[config.mk]
export PLATFORM = sky130hd
export DESIGN_NAME = serial_subtractor
export DESIGN_NICKNAME = d
export VERILOG_FILES = /design/src/rtl/serial_subtractor.sv
export SDC_FILE = /design/constraint.sdc
export NUM_CORES = 1
export LEC_CHECK = 0
export ABC_AREA = 1
export CAP_MARGIN = 0
export CORE_MARGIN = 5
export CORE_UTILIZATION = 36
export DETAILED_ROUTE_END_ITERATION = 8
export GPL_TIMING_DRIVEN = 0
export SLEW_MARGIN = 20
export SYNTH_ARGS = -nofsm -noshare
export SYNTH_HDL_FRONTEND = slang
export SYNTH_SLANG_ARGS = --single-unit
export TNS_END_PERCENT = 100
[constraint.sdc]
create_clock -name clk_i -period 2.1 [get_ports clk_i]
set_clock_uncertainty 0.2 [all_clocks]
set_input_delay 0.42 -clock clk_i [delete_from_list [all_inputs] [get_ports clk_i]]
set_output_delay 0.42 -clock clk_i [all_outputs]
set_load 0.005 [all_outputs]
[src/rtl/serial_subtractor.sv]
// rtl/serial_subtractor.sv - bit-serial subtractor, one full-subtractor cell, LSB first
module serial_subtractor #(
    parameter int WIDTH = 4
) (
    input  logic             clk_i,
    input  logic             rst_i,
    input  logic             start_i,
    input  logic [WIDTH-1:0] a_i,
    input  logic [WIDTH-1:0] b_i,
    input  logic             bin_i,
    output logic             busy_o,
    output logic             valid_o,
    output logic [WIDTH-1:0] diff_o,
    output logic             bout_o
);

    // One extra bit so the counter cannot wrap before reaching WIDTH-1.
    localparam int CW = $clog2(WIDTH) + 1;
    localparam logic [CW-1:0] LAST = CW'(WIDTH - 1);

    typedef enum logic [1:0] {
        IDLE = 2'd0,
        RUN  = 2'd1,
        DONE = 2'd2
    } state_t;

    state_t           state_q, state_d;
    logic [WIDTH-1:0] sa_q, sa_d;
    logic [WIDTH-1:0] sb_q, sb_d;
    logic [WIDTH-1:0] sd_q, sd_d;
    logic             br_q, br_d;
    logic [CW-1:0]    cnt_q, cnt_d;
    logic [WIDTH-1:0] diff_q, diff_d;
    logic             bout_q, bout_d;

    logic             d_bit;
    logic             br_next;
    logic             accept;

    // Full-subtractor cell on the current LSBs.
    always_comb begin
        d_bit   = sa_q[0] ^ sb_q[0] ^ br_q;
        br_next = (~sa_q[0] & sb_q[0]) | (~(sa_q[0] ^ sb_q[0]) & br_q);
    end

    // Next-state and output logic; a new request is taken in IDLE or DONE.
    always_comb begin
        state_d = state_q;
        sa_d    = sa_q;
        sb_d    = sb_q;
        sd_d    = sd_q;
        br_d    = br_q;
        cnt_d   = cnt_q;
        diff_d  = diff_q;
        bout_d  = bout_q;
        busy_o  = 1'b0;
        valid_o = 1'b0;
        accept  = start_i && ((state_q == IDLE) || (state_q == DONE));

        case (state_q)
            IDLE: begin
            end
            RUN: begin
                busy_o = 1'b1;
                sa_d   = sa_q >> 1;
                sb_d   = sb_q >> 1;
                sd_d   = {d_bit, sd_q[WIDTH-1:1]};
                br_d   = br_next;
                cnt_d  = cnt_q + CW'(1);
                if (cnt_q == LAST) begin
                    diff_d  = {d_bit, sd_q[WIDTH-1:1]};
                    bout_d  = br_next;
                    state_d = DONE;
                end
            end
            DONE: begin
                valid_o = 1'b1;
                state_d = IDLE;
            end
            default: state_d = IDLE;
        endcase

        if (accept) begin
            sa_d    = a_i;
            sb_d    = b_i;
            br_d    = bin_i;
            cnt_d   = '0;
            state_d = RUN;
        end
    end

    // State and datapath registers; reset aborts any operation in flight.
    always_ff @(posedge clk_i) begin
        if (rst_i) begin
            state_q <= IDLE;
            sa_q    <= '0;
            sb_q    <= '0;
            sd_q    <= '0;
            br_q    <= 1'b0;
            cnt_q   <= '0;
            diff_q  <= '0;
            bout_q  <= 1'b0;
        end else begin
            state_q <= state_d;
            sa_q    <= sa_d;
            sb_q    <= sb_d;
            sd_q    <= sd_d;
            br_q    <= br_d;
            cnt_q   <= cnt_d;
            diff_q  <= diff_d;
            bout_q  <= bout_d;
        end
    end

    assign diff_o = diff_q;
    assign bout_o = bout_q;

endmodule

==> results.py, run 1 <==
metrics = {
    "route": {
        "initialDrtViolationCount": 25,
        "dr.pass1.iters": 4,
        "drc": 0,
        "vias": 866,
        "final_antenna_net_count": 0,
        "avgViaCountPerCell": 4.66,
        "routed_wl_um": 2100,
        "wl_per_cell_um": 11.3,
    },
    "timing": {
        "min_period_ps": 2020,
        "fin_tns_setup_ps": 0,
        "finalHoldViolCount": 0,
        "finalCritPeriodShare_pct": 96.1,
        "fin_ws_ps": 82.2,
        "clock.fmax_ghz": 0.496,
        "grt_setup_unrepaired": "no",
        "whs_ps": 170,
        "setup-violations-final": 0,
        "drv_slew": 0,
        "tightest_slew_ps": 186,
        "slew_headroom_pct": 87.5,
    },
    "final_layout": {
        "multi_input_area_sq_um": 415,
        "instances_no_fill": 186,
        "area_delta_synth_final_pct": 27.0,
        "final_util_pct": 48.5,
        "seq_area_sq_um": 442,
        "fin_nets": 172,
        "n_antenna_cell": 0,
        "drive_gt1_share_pct": 10.9,
        "fin_area_sq_um": 1220,
        "num-fill-cells": 279,
    },
    "floorplanning": {
        "fp.dieW_um": 61.7,
        "fp.coreArea_sq_um": 2520,
        "initial_core_util_pct": 38.1,
        "fp-row-count": 18,
        "dieArea_sq_um": 3810,
        "die_h_um": 61.7,
        "io_pins": 19,
    },
    "place": {
        "dp_hpwl_um": 1630,
        "place_congestion": 0.827,
        "io_buffers": 17,
        "dp_slack_ps": 185,
        "placed_cell_area_sq_um": 1170,
        "place_inst": 181,
    },
    "synth": {
        "synth-simple-area-share_pct": 27.2,
        "syn_avg_cell_area_sq_um": 7.18,
        "synthAdderAreaFrac_pct": 4.68,
        "syn_inst": 134,
        "synth_top_family_by_area": "simple AND/OR/NAND/NOR gates",
        "synth_top_cell_by_area": "dfxtp_1",
        "yosysWarnings": 0,
        "synth_mux_area_share_pct": 0,
        "synthTopCellsByArea": "dfxtp_1 (46%), nor2_1 (9.4%), nand2_1 (9.0%), inv_1 (7.8%), nand3_1 (5.7%)",
        "yosysTopAreaCellShare_pct": 45.8,
        "synth_fp_nets": 149,
        "synth-compound-area-share_pct": 9.88,
        "yosysSeqAreaShare_pct": 45.8,
        "ys_types": 16,
        "syn-cell-area_sq_um": 962,
        "synth-xor-area-share_pct": 0.910,
        "ys_ff_latch": 22,
    },
    "critical_path": {
        "r2r_start": "cnt_q[0]$_SDFFE_PP0P_",
        "cpMaxStageDelayCell": "clkdlybuf4s50_1",
        "endpoint_kind": "primary output",
        "r2r_cells": 7,
        "arrival_ps": 1400,
        "r2r-end": "diff_o[3]$_SDFFE_PP0P_",
        "crit_required_ps": 1480,
        "cp_max_fo": 7,
        "startpoint_type": "flop",
        "rrSetupSlack_ps": 630,
        "crit_type": "flop to primary output",
        "path_cells": "inv_1 > nand2_4 > inv_4 > clkdlybuf4s50_1",
        "crit_path_max_incr_delay_ps": 500,
    },
    "global_route": {
        "grt_pass1_vias": 826,
        "grt_first_pass_wirelength_um": 3630,
        "grt.overflow.total": 0,
        "grt_usage_pct": 12.9,
        "grt_max_degree": 13,
        "grt_antenna_before_repair": 0,
    },
    "flow_run": {
        "max_cap_viol_count": 0,
    },
    "power_and_ir_drop": {
        "p_per_area_nw_per_um2": 676,
        "ir_drop_uv": 455,
        "p_leak_nw": 0.552,
        "total_power_mw": 0.826,
    },
    "clock_network": {
        "clockRootBuffer": "clkbuf_4",
        "cts_buffer_depth": 2,
        "path_clk_slew_ps": 120,
        "clock_latency_ps": 300,
        "cts_tree": "done",
        "cts-htree-levels": 1,
        "cts_made_buffers": 3,
        "cts_sinks": 22,
    },
    "min_path": {
        "hold_path_end": "bout_o$_SDFFE_PP0P_",
        "hold_start": "rst_i",
        "hold_depth": 2,
        "worstHoldPathType": "primary input to flop",
    },
    "status": {
        "status": "complete, no violations",
    },
}
state kept, by name, summed over array words and instances, names as in the netlist:
signal   count
bout_o       1
diff_o       4
sd_q         3
state_q      2
sb_q         4
cnt_q        3
sa_q         4
br_q         1
critical path: cells and delay by family (launching register included):
kind | cells | cell delay, ps
buf+inv | 3 | 700
flops | 1 | 320
simple gates | 1 | 80
layout by cell type (no fill, tap or decap):
| cell type | n |
|---|---|
| buf_4 | 3 |
| dfxtp_1 | 21 |
| clkdlybuf4s50_1 | 17 |
| a21oi_1 | 10 |
| buf_2 | 2 |
| clkbuf_8 | 1 |
| nand2_1 | 23 |
| o21ai_0 | 7 |
| xor2_1 | 1 |
| clkbuf_4 | 3 |
| fa_1 | 1 |
| nand3_1 | 11 |
| inv_4 | 1 |
| nor2_4 | 1 |
| inv_1 | 20 |
| nand2_2 | 2 |
| nor2_1 | 24 |
| ha_1 | 2 |
| o21ai_1 | 2 |
| dfxtp_2 | 1 |
| inv_2 | 2 |
| nand2_4 | 1 |
cells by family (layout without fill, tap and decap cells):
family / after synthesis / in the layout
XOR/XNOR: 1 / 1
buffers and inverters: 27 / 49
AND/OR/NAND/NOR: 62 / 62
adder cells (fa/ha/maj): 3 / 3
flip-flops: 22 / 22
AO/OA/AOI/OAI: 19 / 19
layer usage:
layer / part of all wire [%] / vias to the layer above / track usage (%)
met4: 0.90 / 0 / 2.73
li1: - / 455 / -
met5: 0 / - / 0
met2: 50 / 16 / 21.5
met1: 44 / 393 / 16.3
met3: 4.6 / 2 / 3.93
how the worst max path moves through the flow:
stage,from,to,slack (ps),cells past startpoint
finish,state_q[1]$_SDFFE_PP0P_,busy_o,80,4
global route,state_q[1]$_SDFFE_PP0P_,busy_o,0.8,4
CTS,state_q[1]$_SDFFE_PP0P_,busy_o,70,4
detailed placement,state_q[0]$_SDFFE_PP0P_,busy_o,190,3
global placement,state_q[0]$_SDFFE_PP0P_,busy_o,190,3
floorplan,sb_q[0]$_SDFFE_PP0P_,sd_q[3]$_SDFFE_PP0P_,790,4
where the power goes:
group          total, mW  switching [mW]  internal, mW  leakage [nW]
Clock              0.233           0.127         0.106        0.0210
Combinational      0.136          0.0764        0.0596         0.351
Sequential         0.457          0.0141         0.443         0.180
synthesized netlist by cell type (all sizes together):
library cell	n
a21oi	10
buf	4
dfxtp	22
fa	1
ha	2
inv	23
nand2	26
nand3	11
nor2	25
o21ai	9
xor2	1
final cells by class:
type	instances	area share (%)
inverter	23	7.27
multi-input combinational	85	34.0
tap	30	3.07
timing repair buffer	18	14.5
sequential	22	36.1
clock buffer	4	2.97
buffer	4	2.05
what timing repair did:
action	CTS	global route
hold buffers	0	0
endpoints found under the setup margin	1	0
buffers inserted	1	0
resized for setup	3	0
Power figures use the tool's default switching activity.
==> inputs of run 2 (changes only) <==
--- a/config.mk
+++ b/config.mk
@@ -13,2 +13,3 @@
 export GPL_TIMING_DRIVEN = 0
+export RECOVER_POWER = 100
 export SLEW_MARGIN = 20
--- a/constraint.sdc
+++ b/constraint.sdc
@@ -4,2 +4,2 @@
 set_output_delay 0.42 -clock clk_i [all_outputs]
-set_load 0.005 [all_outputs]
+set_load 0.02 [all_outputs]
==> results.py, run 2 (same netlist as run 1, synthesis figures left out) <==
metrics = {
    "critical_path": {
        "r2r_start": "cnt_q[0]$_SDFFE_PP0P_",
        "crit_required_ps": 1480,
        "r2r-end": "diff_o[3]$_SDFFE_PP0P_",
        "rrSetupSlack_ps": 380,
        "r2r_cells": 7,
        "endpoint": "valid_o",
        "startpoint_type": "flop",
        "endpoint_kind": "primary output",
        "crit_type": "flop to primary output",
        "crit_start": "state_q[1]$_SDFFE_PP0P_",
        "cp_max_fo": 3,
        "arrival_ps": 1370,
    },
    "final_layout": {
        "drive_gt1_share_pct": 6.45,
        "n_antenna_cell": 0,
        "fin_area_sq_um": 1190,
        "area_delta_synth_final_pct": 23.3,
        "final_cell_mix": "nor2_1 (25), nand2_1 (25), inv_1 (21), dfxtp_1 (21), nand3_1 (11)",
        "fin_nets": 171,
        "num-fill-cells": 284,
    },
    "timing": {
        "clock.fmax_ghz": 0.502,
        "fin_ws_ps": 109,
        "finalCritPeriodShare_pct": 94.8,
        "setup-violations-final": 0,
        "fin_tns_setup_ps": 0,
        "slew_headroom_pct": 67.5,
        "finalHoldViolCount": 0,
        "min_period_ps": 1990,
        "drv_slew": 0,
        "tightest_slew_ps": 488,
        "grt_setup_unrepaired": "no",
    },
    "place": {
        "placed_cell_area_sq_um": 1170,
        "io_buffers": 17,
        "dp_hpwl_um": 1630,
        "dp_slack_ps": 82.3,
        "place_congestion": 0.827,
    },
    "route": {
        "vias": 849,
        "final_antenna_net_count": 0,
        "wl_per_cell_um": 11.1,
        "dr.pass1.iters": 4,
        "routed_wl_um": 2050,
        "avgViaCountPerCell": 4.59,
        "initialDrtViolationCount": 20,
        "drc": 0,
    },
    "min_path": {
        "hold_depth": 2,
        "worstHoldPathType": "primary input to flop",
    },
    "global_route": {
        "grt_use_met2_pct": 21.4,
        "gr-usage-met1_pct": 16.0,
        "grt_first_pass_wirelength_um": 3570,
        "grt_antenna_before_repair": 0,
        "grtUsageMet3_pct": 3.93,
        "grt_max_degree": 13,
        "grt.overflow.total": 0,
        "grt-busiest-layer": "met2",
        "grt_usage_pct": 12.7,
        "grt_pass1_vias": 818,
    },
    "clock_network": {
        "cts_tree": "done",
        "clockRootBuffer": "clkbuf_4",
        "cts_made_buffers": 3,
        "cts-htree-levels": 1,
        "clock_latency_ps": 310,
        "cts_buffer_depth": 2,
        "path_clk_slew_ps": 120,
        "cts_sinks": 22,
    },
    "floorplanning": {
        "die_h_um": 61.7,
        "fp.coreArea_sq_um": 2520,
        "initial_core_util_pct": 38.1,
        "fp-row-count": 18,
        "dieArea_sq_um": 3810,
        "fp.dieW_um": 61.7,
        "io_pins": 19,
    },
    "power_and_ir_drop": {
        "p_per_area_nw_per_um2": 688,
        "ir_drop_uv": 457,
        "p_leak_nw": 0.560,
        "total_power_mw": 0.816,
    },
    "flow_run": {
        "max_cap_viol_count": 0,
    },
    "status": {
        "status": "complete, no violations",
    },
}
## run 2: changes by cell type in the layout (fill, tap and decap cells not counted), moves of 2 or more
cell             previous run  this run
buf_4                       3         0
clkbuf_1                    0         2
clkdlybuf4s50_1            17        10
dlygate4sd3_1               0         6
nand2_1                    23        25
## run 2: where the power goes
part	switching (mW)	total [mW]	internal [mW]
Sequential	0.0134	0.456	0.443
Combinational	0.0747	0.127	0.0519
Clock	0.128	0.233	0.106
## run 2: cell type report
| class | instances | area (sq um) | area share, % |
|---|---|---|---|
| Multi-Input combinational cell | 85 | 398 | 33.5 |
| Inverter | 23 | 86.3 | 7.28 |
| Timing Repair Buffer | 17 | 169 | 14.2 |
| Buffer | 4 | 17.5 | 1.48 |
| Clock buffer | 4 | 36.3 | 3.06 |
| Tap cell | 30 | 37.5 | 3.16 |
| Sequential cell | 22 | 442 | 37.2 |
## run 2: critical path, stage by stage, from the launching register on
cell,delay [ps]
dfxtp_1,330
inv_1,60
nor2_1,80
clkdlybuf4s50_1,600
## run 2: worst min path at each step
stage                                     start                     to
after global routing                      rst_i    bout_o$_SDFFE_PP0P_
after global placement    cnt_q[2]$_SDFFE_PP0P_  cnt_q[2]$_SDFFE_PP0P_
after floorplan           cnt_q[2]$_SDFFE_PP0P_  cnt_q[2]$_SDFFE_PP0P_
final                                     rst_i    bout_o$_SDFFE_PP0P_
after CTS                                 rst_i    bout_o$_SDFFE_PP0P_
after detailed placement  cnt_q[2]$_SDFFE_PP0P_  cnt_q[2]$_SDFFE_PP0P_
## run 2: stage by stage
stage | cells | util, % | hold slack, ps
4_1_cts | 185 | 47.8 | 161
5_1_grt | 185 | 47.0 | 166
3_3_place_gp | 181 | 46.4 | 246
3_5_place_dp | 181 | 46.4 | 259
2_1_floorplan | 134 | - | 233
6_report | 185 | 47.0 | 169
## run 2: timing repair
item,CTS,global route
buffers inserted,0,0
hold buffers,0,0
setup endpoints to repair,1,2
resized for setup,1,2
## run 2: layer usage
metal	part of all wire, %	up-vias
li1	-	452
met1	45	385
met2	51	10
met3	3.1	2
met4	0.93	0
met5	0	-
